### src/rtl/aes_round_sequencer.sv
// Control FSM that steps the shared AES round datapath through one block (Nr = 10/12/14, encrypt or decrypt).
// Define AES_SEQ_PERF_EN to add the cycle_count_o busy-cycle counter.
module aes_round_sequencer #(
    parameter int OP_W  = 3,
    parameter int CNT_W = 16
) (
    input  logic             clk_i,
    input  logic             reset_i,
    input  logic             start_i,
    input  logic             encrypt_i,
    input  logic [1:0]       key_len_i,
    output logic             op_valid_o,
    output logic [OP_W-1:0]  op_o,
    output logic [3:0]       rk_idx_o,
    input  logic             op_ready_i,
    output logic             busy_o,
    output logic             done_o,
`ifdef AES_SEQ_PERF_EN
    output logic [CNT_W-1:0] cycle_count_o,
`endif
    output logic             err_o
);

    localparam logic [OP_W-1:0] OP_NOP       = OP_W'(0);
    localparam logic [OP_W-1:0] OP_ADDKEY    = OP_W'(1);
    localparam logic [OP_W-1:0] OP_SUB       = OP_W'(2);
    localparam logic [OP_W-1:0] OP_SHIFT     = OP_W'(3);
    localparam logic [OP_W-1:0] OP_MIX       = OP_W'(4);
    localparam logic [OP_W-1:0] OP_INV_SUB   = OP_W'(5);
    localparam logic [OP_W-1:0] OP_INV_SHIFT = OP_W'(6);
    localparam logic [OP_W-1:0] OP_INV_MIX   = OP_W'(7);

    typedef enum logic [2:0] {S_IDLE, S_PRE, S_ROUND, S_FINAL, S_DONE} state_e;

    state_e     state_q, state_d;
    logic       enc_q, enc_d;
    logic [3:0] nr_q, nr_d;
    logic [3:0] round_q, round_d;
    logic [1:0] step_q, step_d;
    logic       err_q, err_d;
    logic [3:0] nr_sel;
    logic       fire;

    assign fire  = op_valid_o & op_ready_i;
    assign err_o = err_q;

    always_comb begin
        case (key_len_i)
            2'b01:   nr_sel = 4'd12;
            2'b10:   nr_sel = 4'd14;
            default: nr_sel = 4'd10;
        endcase
    end

    always_ff @(posedge clk_i) begin
        if (!reset_i) begin
            state_q <= S_IDLE;
            enc_q   <= 1'b0;
            nr_q    <= 4'd0;
            round_q <= 4'd0;
            step_q  <= 2'd0;
            err_q   <= 1'b0;
        end else begin
            state_q <= state_d;
            enc_q   <= enc_d;
            nr_q    <= nr_d;
            round_q <= round_d;
            step_q  <= step_d;
            err_q   <= err_d;
        end
    end

    // round_q doubles as the round-key index, so every ADDKEY simply presents it.
    always_comb begin
        state_d = state_q;
        enc_d   = enc_q;
        nr_d    = nr_q;
        round_d = round_q;
        step_d  = step_q;
        err_d   = 1'b0;
        case (state_q)
            S_IDLE: begin
                if (start_i) begin
                    if (key_len_i == 2'b11) begin
                        err_d = 1'b1;
                    end else begin
                        state_d = S_PRE;
                        enc_d   = encrypt_i;
                        nr_d    = nr_sel;
                        step_d  = 2'd0;
                        round_d = encrypt_i ? 4'd0 : nr_sel;
                    end
                end
            end
            S_PRE: begin
                if (fire) begin
                    state_d = S_ROUND;
                    step_d  = 2'd0;
                    round_d = enc_q ? 4'd1 : (nr_q - 4'd1);
                end
            end
            S_ROUND: begin
                if (fire) begin
                    step_d = step_q + 2'd1;
                    if (step_q == 2'd3) begin
                        if (enc_q) begin
                            round_d = round_q + 4'd1;
                            if ((round_q + 4'd1) == nr_q) state_d = S_FINAL;
                        end else begin
                            round_d = round_q - 4'd1;
                            if (round_q == 4'd1) state_d = S_FINAL;
                        end
                    end
                end
            end
            S_FINAL: begin
                if (fire) begin
                    step_d = step_q + 2'd1;
                    if (step_q == 2'd2) begin
                        state_d = S_DONE;
                        step_d  = 2'd0;
                    end
                end
            end
            S_DONE: begin
                state_d = S_IDLE;
                round_d = 4'd0;
            end
            default: state_d = S_IDLE;
        endcase
    end

    always_comb begin
        op_valid_o = 1'b0;
        op_o       = OP_NOP;
        rk_idx_o   = 4'd0;
        busy_o     = 1'b0;
        done_o     = 1'b0;
        case (state_q)
            S_PRE: begin
                op_valid_o = 1'b1;
                busy_o     = 1'b1;
                op_o       = OP_ADDKEY;
                rk_idx_o   = round_q;
            end
            S_ROUND: begin
                op_valid_o = 1'b1;
                busy_o     = 1'b1;
                if (enc_q) begin
                    case (step_q)
                        2'd0:    op_o = OP_SUB;
                        2'd1:    op_o = OP_SHIFT;
                        2'd2:    op_o = OP_MIX;
                        default: begin op_o = OP_ADDKEY; rk_idx_o = round_q; end
                    endcase
                end else begin
                    case (step_q)
                        2'd0:    op_o = OP_INV_SHIFT;
                        2'd1:    op_o = OP_INV_SUB;
                        2'd2:    begin op_o = OP_ADDKEY; rk_idx_o = round_q; end
                        default: op_o = OP_INV_MIX;
                    endcase
                end
            end
            S_FINAL: begin
                op_valid_o = 1'b1;
                busy_o     = 1'b1;
                case (step_q)
                    2'd0:    op_o = enc_q ? OP_SUB : OP_INV_SHIFT;
                    2'd1:    op_o = enc_q ? OP_SHIFT : OP_INV_SUB;
                    2'd2:    begin op_o = OP_ADDKEY; rk_idx_o = round_q; end
                    default: op_o = OP_NOP;
                endcase
            end
            S_DONE: done_o = 1'b1;
            default: ;
        endcase
    end

`ifdef AES_SEQ_PERF_EN
    logic [CNT_W-1:0] count_q;

    // Saturating count of busy cycles; survives done until the next accepted start.
    always_ff @(posedge clk_i) begin
        if (!reset_i) begin
            count_q <= '0;
        end else if (state_q == S_IDLE && start_i && key_len_i != 2'b11) begin
            count_q <= '0;
        end else if (busy_o && count_q != {CNT_W{1'b1}}) begin
            count_q <= count_q + 1'b1;
        end
    end

    assign cycle_count_o = count_q;
`endif

endmodule

### config.mk
export PLATFORM = sky130hd
export DESIGN_NAME = aes_round_sequencer
export DESIGN_NICKNAME = d
export VERILOG_FILES = /design/src/rtl/aes_round_sequencer.sv
export SDC_FILE = /design/constraint.sdc
export NUM_CORES = 1
export LEC_CHECK = 0
export ABC_CLOCK_PERIOD_IN_PS = 5400
export CAP_MARGIN = 20
export CORE_MARGIN = 3
export CORE_UTILIZATION = 50
export CTS_CLUSTER_DIAMETER = 40
export DETAILED_ROUTE_END_ITERATION = 8
export PLACE_DENSITY = 0.74
export RECOVER_POWER = 25
export SKIP_LAST_GASP = 1
export SYNTH_ARGS = -nofsm -noshare
export SYNTH_HDL_FRONTEND = slang
export SYNTH_SLANG_ARGS = --single-unit
### constraint.sdc
create_clock -name clk_i -period 5.4 [get_ports clk_i]
set_input_delay 1.08 -clock clk_i [delete_from_list [all_inputs] [get_ports clk_i]]
set_output_delay 1.08 -clock clk_i [all_outputs]
set_load 0.005 [all_outputs]
==> impl_metrics.csv, run 1 <==
group,metric,value,unit
status,status,"finished, final reports clean",
critical_path,crit-reg2reg-launch,"round_q[0]$_SDFFE_PN0P_",
sta,fmax,279,MHz
yosys,ys_top_cells_by_count,"dfxtp_1, ha_1, inv_1, nor2_1, nand2_1",
drt,avgViaCountPerCell,6.02,
floorplanning,die_h,55.6,µm
drt,drt-pass1-iter-count,4,
sta,fin_setup_tns,0,ps
yosys,synth_cells,157,
clock_network,clock_latency,300,ps
critical_path,cp.arrival,2510,ps
finish,fin_cells,195,
critical_path,endpoint,"rk_idx_o[2]",
critical_path,startpoint_type,"flip-flop",
critical_path,critPathMaxFanout,13,
sta,finalHoldViolCount,0,
sta,slew_violations,0,
place,portBuffers,17,
critical_path,reg2reg_depth,6,
clock_network,root_buffer,"clkbuf_4",
yosys,syn_nets,176,
finish,fin_nets,187,
global_routing,grt_usage,0.201,
clock_network,htree_levels,1,
yosys,synthArstFlopShare,0,
drt,remaining_drc_errors,0,
sta,period_share,0.664,
sta,hold_slack,526,ps
clock_network,clk_path_buf_depth,2,
sta,setup_viol,0,
run,maxCapViolCount,0,
floorplanning,std_cell_rows,17,
floorplanning,die_area,3090,µm²
floorplanning,die_w,55.6,µm
clock_network,cts_resized,0,
yosys,synth_top_family_by_area,"compound AO/OA/AOI/OAI gates",
floorplanning,start_util,0.541,
global_routing,grt_pass1_wl,5.04,mm
worst_hold_path,hp-class,"reg2reg",
finish,areaGrowthSynthToFinish,14.9,%
yosys,yosysTopAreaCell,"dfxtp_1",
yosys,muxShareOfSynthArea,0.0244,
critical_path,endpoint_kind,"output port",
yosys,yosys_warnings,0,
global_routing,grt_overflow_total,0,
yosys,synth-xor-area-share,0.0569,
clock_network,hold_buffers,0,
global_routing,grt_max_degree,22,
drt,vias,1173,
sta,worst_pin_slew,662,ps
yosys,synth_cell_types,46,
global_routing,grt_pass1_vias,1105,
clock_network,path_clk_slew,100,ps
place,dp_hpwl,2.20,mm
power,leakage,0.537,nW
yosys,synthSimpleGateAreaFrac,0.236,
finish,diodes,0,
yosys,synth_edf_count,0,
drt,drtIter0Drc,60,
floorplanning,core,2280,µm²
yosys,synth_ff_type,"dfxtp_1",
critical_path,r2r_slack,3230,ps
yosys,synthAdderAreaFrac,0.122,
drt,ant_nets,0,
power,power_density,449,nW/µm²
yosys,syn-cell-area,1230,µm²
sta,finClkSkew,8.83,ps
yosys,ys_seq_elements,14,
drt,drt-wirelength-per-cell,15.1,µm
sta,relSlewSlack,0.558,
finish,drive_gt1_frac,0.0719,
clock_network,cts_setup_buffers,0,
sta,min_period,3590,ps
yosys,yosysSeqAreaShare,0.228,
global_routing,antenna_found_initial,0,
critical_path,critical_path_class,"reg2out",
sta,rsz0062_at_grt,"false",
clock_network,cts_tree,"done",
clock_network,cts_sinks,14,
clock_network,numCtsBuffers,3,
yosys,synth_area_leaders,"dfxtp_1, ha_1, o21ai_0, xnor2_1, inv_1",
yosys,yosysMostFrequentCell,"dfxtp_1",
place,gp_congestion,0.899,
power,worst_ir_drop_vdd,0.000247,V
floorplanning,ios,18,
critical_path,r2r_end,"state_q[1]$_SDFFE_PN0P_",
critical_path,cp-startpoint,"state_q[1]$_SDFFE_PN0P_",
yosys,synth_compound_area_frac,0.250,
yosys,synth.avg_cell_area,7.84,µm²
place,dp_cells,191,
yosys,yosysTopAreaCellShare,0.228,
drt,wirelength,2.95,mm
critical_path,worstPathRequired,4320,ps
-- how the worst min path moves through the flow --
stage | from | end | cells past startpoint
final | step_q[1]$_SDFFE_PN0P_ | step_q[1]$_SDFFE_PN0P_ | 2
after global routing | step_q[1]$_SDFFE_PN0P_ | step_q[1]$_SDFFE_PN0P_ | 2
after CTS | step_q[1]$_SDFFE_PN0P_ | step_q[1]$_SDFFE_PN0P_ | 2
after detailed placement | step_q[1]$_SDFFE_PN0P_ | step_q[1]$_SDFFE_PN0P_ | 2
after global placement | step_q[1]$_SDFFE_PN0P_ | step_q[1]$_SDFFE_PN0P_ | 2
after floorplan | step_q[1]$_SDFFE_PN0P_ | step_q[1]$_SDFFE_PN0P_ | 2
-- report_power, final --
part	switching (mW)	internal, mW
Clock	0.0407	0.0411
Combinational	0.183	0.181
Sequential	0.0606	0.129
-- final cells by class --
type | instances | area [µm²]
clock buffer | 4 | 36.3
timing repair buffer | 17 | 170
fill | 202 | 861
multi-input combinational | 120 | 848
sequential | 14 | 280
inverter | 12 | 45.0
tap | 28 | 35.0
-- placed cells by master, fill, tap and decap left out, types with 5 or more instances in the layout --
cell type,synthesis,final
dfxtp_1,14,14
inv_1,11,11
ha_1,12,12
xnor2_1,5,5
clkdlybuf4s50_1,0,15
nor2_1,11,11
nand3_1,6,6
a21oi_1,8,8
nand2_1,10,10
a31oi_1,5,5
o21ai_0,9,9
-- stage by stage --
stage / worst slack [ps] / cell area, µm² / utilization / power (mW)
global placement: 2140 / 1380 / 0.606 / 0.543
finish: 1810 / 1420 / 0.622 / 0.635
detailed placement: 2100 / 1380 / 0.606 / 0.549
floorplan: 2770 / 1230 / - / 0.453
global route: 1630 / 1420 / 0.622 / 0.686
CTS: 1830 / 1420 / 0.622 / 0.633
-- routing by layer --
layer	part of all wire	global-route usage	wire, µm
met1	0.46	0.280	1360
met2	0.46	0.311	1360
met3	0.063	0.0394	187
met4	0.015	0.0590	44
met5	0	0	0
-- logic make-up (layout without fill, tap and decap cells) --
logic type | count (synthesis) | in the layout
simple gates | 53 | 53
compound gates | 44 | 44
buf+inv | 23 | 33
flops | 14 | 14
fa+ha+maj | 12 | 12
xor+xnor | 8 | 8
mux | 3 | 3
-- critical path, cell delays in order (launching register included) --
cell,delay [ps]
dfxtp_1,570
nor2b_1,560
nand3_1,140
a31oi_1,280
and2_1,170
clkdlybuf4s50_1,490
-- sequential cells by signal (all words and copies together) (netlist names) --
signal and flops:
state_q 3, nr_q 3, err_o 1, step_q 2, enc_q 1, round_q 4
Power figures use the tool's default switching activity.
==> run 2: changes to the inputs <==
- ABC_CLOCK_PERIOD_IN_PS: 5400 -> 3510
- clock period: 5.4 -> 3.51 ns (I/O delays scaled with it)
==> impl_metrics.csv, run 2 (synthesis results as in run 1) <==
group,metric,value,unit
clock_network,cts_setup_buffers,0,
power,power_density,687,nW/µm²
clock_network,clk_path_buf_depth,2,
floorplanning,die_h,55.6,µm
drt,vias,1166,
critical_path,r2r_end,"state_q[1]$_SDFFE_PN0P_",
place,post_dp_cell_area,1390,µm²
place,portBuffers,17,
finish,drive_gt1_frac,0.0774,
critical_path,cp_num_buf_inv,1,
sta,fmax,314,MHz
finish,fin_nets,188,
finish,nFillCells,202,
clock_network,htree_levels,1,
sta,final.setup.worst_slack,325,ps
finish,top_regs,"round_q (4), nr_q (3), state_q (3)",
sta,worst_pin_slew,599,ps
clock_network,path_clk_slew,100,ps
clock_network,cts_resized,0,
finish,final_cell_mix,"clkdlybuf4s50_1, dfxtp_1, ha_1",
drt,ant_nets,0,
worst_hold_path,min_from,"step_q[1]$_SDFFE_PN0P_",
place,gp_congestion,0.895,
clock_network,cts_tree,"done",
critical_path,reg2reg_depth,6,
floorplanning,die_w,55.6,µm
sta,fin_setup_tns,0,ps
drt,drt-pass1-iter-count,4,
global_routing,grt_pass1_wl,4.95,mm
sta,finalHoldViolCount,0,
clock_network,numCtsBuffers,3,
clock_network,hold_buffers,0,
critical_path,endpoint_kind,"output port",
clock_network,cts_sinks,14,
global_routing,grt_usage,0.199,
finish,fin_area,1420,µm²
worst_hold_path,hold_path_end,"step_q[1]$_SDFFE_PN0P_",
critical_path,path_cells,"nor2b_1, nand3_1, a31oi_1, and2_1, clkdlybuf4s50_1",
sta,slew_violations,0,
finish,final_util,0.625,
global_routing,grt_pass1_vias,1084,
critical_path,startpoint_type,"flip-flop",
critical_path,worstPathRequired,2810,ps
clock_network,clock_latency,290,ps
clock_network,root_buffer,"clkbuf_4",
power,leakage,0.542,nW
critical_path,critical_path_class,"reg2out",
finish,areaGrowthSynthToFinish,15.5,%
status,status,"finished, final reports clean",
finish,diodes,0,
sta,finClkSkew,4.14,ps
critical_path,worst_path_max_delay_cell,"nor2b_1",
worst_hold_path,hold_depth,2,
floorplanning,std_cell_rows,17,
floorplanning,ios,18,
drt,remaining_drc_errors,0,
critical_path,critPathMaxStageDelay,560,ps
finish,largest_reg_flops,4,
floorplanning,die_area,3090,µm²
power,power,0.977,mW
power,worst_ir_drop_vdd,0.000371,V
sta,min_period,3190,ps
run,maxCapViolCount,0,
sta,relSlewSlack,0.600,
finish,mostFrequentLayoutCell,"clkdlybuf4s50_1",
place,dp_slack,609,ps
sta,period_share,0.907,
sta,setup_viol,0,
place,dp_hpwl,2.17,mm
global_routing,antenna_found_initial,0,
critical_path,cp.arrival,2480,ps
global_routing,grt_max_degree,18,
critical_path,crit-reg2reg-launch,"round_q[0]$_SDFFE_PN0P_",
critical_path,critPathMaxFanout,13,
drt,wirelength,2.89,mm
drt,avgViaCountPerCell,5.95,
floorplanning,start_util,0.541,
sta,rsz0062_at_grt,"false",
drt,drt-wirelength-per-cell,14.7,µm
critical_path,cp-startpoint,"state_q[1]$_SDFFE_PN0P_",
global_routing,grt_overflow_total,0,
worst_hold_path,hp-class,"reg2reg",
critical_path,crit_cells,5,
floorplanning,core,2280,µm²
critical_path,r2r_slack,1300,ps
drt,drtIter0Drc,60,
critical_path,critPathTopFamily,"simple AND/OR/NAND/NOR gates",
finish,largest-register,"round_q",
[run 2: cell count changes in the layout (fill, tap and decap cells not counted)]
cell	before	now
buf_4	0	1
[run 2: cell type report]
class | count | area (µm²) | share of cell area
flip-flops and latches | 14 | 280 | 0.197
well taps | 28 | 35.0 | 0.0246
inverters | 12 | 45.0 | 0.0317
multi-input cells | 120 | 848 | 0.596
clock buffers | 4 | 36.3 | 0.0255
repair buffers | 18 | 178 | 0.125
[run 2: worst max-delay path by stage]
stage          slack, ps                       to
3_5_place_dp         610   step_q[1]$_SDFFE_PN0P_
5_1_grt               90              rk_idx_o[1]
6_report             320              rk_idx_o[0]
2_1_floorplan       1260  state_q[1]$_SDFFE_PN0P_
4_1_cts              330              rk_idx_o[0]
3_3_place_gp         630   step_q[1]$_SDFFE_PN0P_
[run 2: tightest hold or removal path, stage by stage, from the launching register on]
cell     delay [ps]
dfxtp_1         360
nand2_1          70
a21oi_1          50
[run 2: stage by stage]
step           instances  hold slack [ps]
3_3_place_gp         192              499
4_1_cts              196              520
2_1_floorplan        157              480
6_report             196              522
5_1_grt              196              561
3_5_place_dp         192              506
[run 2: routing by layer]
metal	vias to the layer above	part of all wire	track usage
li1	578	-	-
met1	533	0.46	0.289
met2	49	0.44	0.287
met3	6	0.077	0.0302
met4	0	0.021	0.0868
met5	-	0	0
[run 2: power by group]
part / internal, mW / switching, mW
clock: 0.0632 / 0.0592
sequential: 0.199 / 0.0766
combinational: 0.283 / 0.296
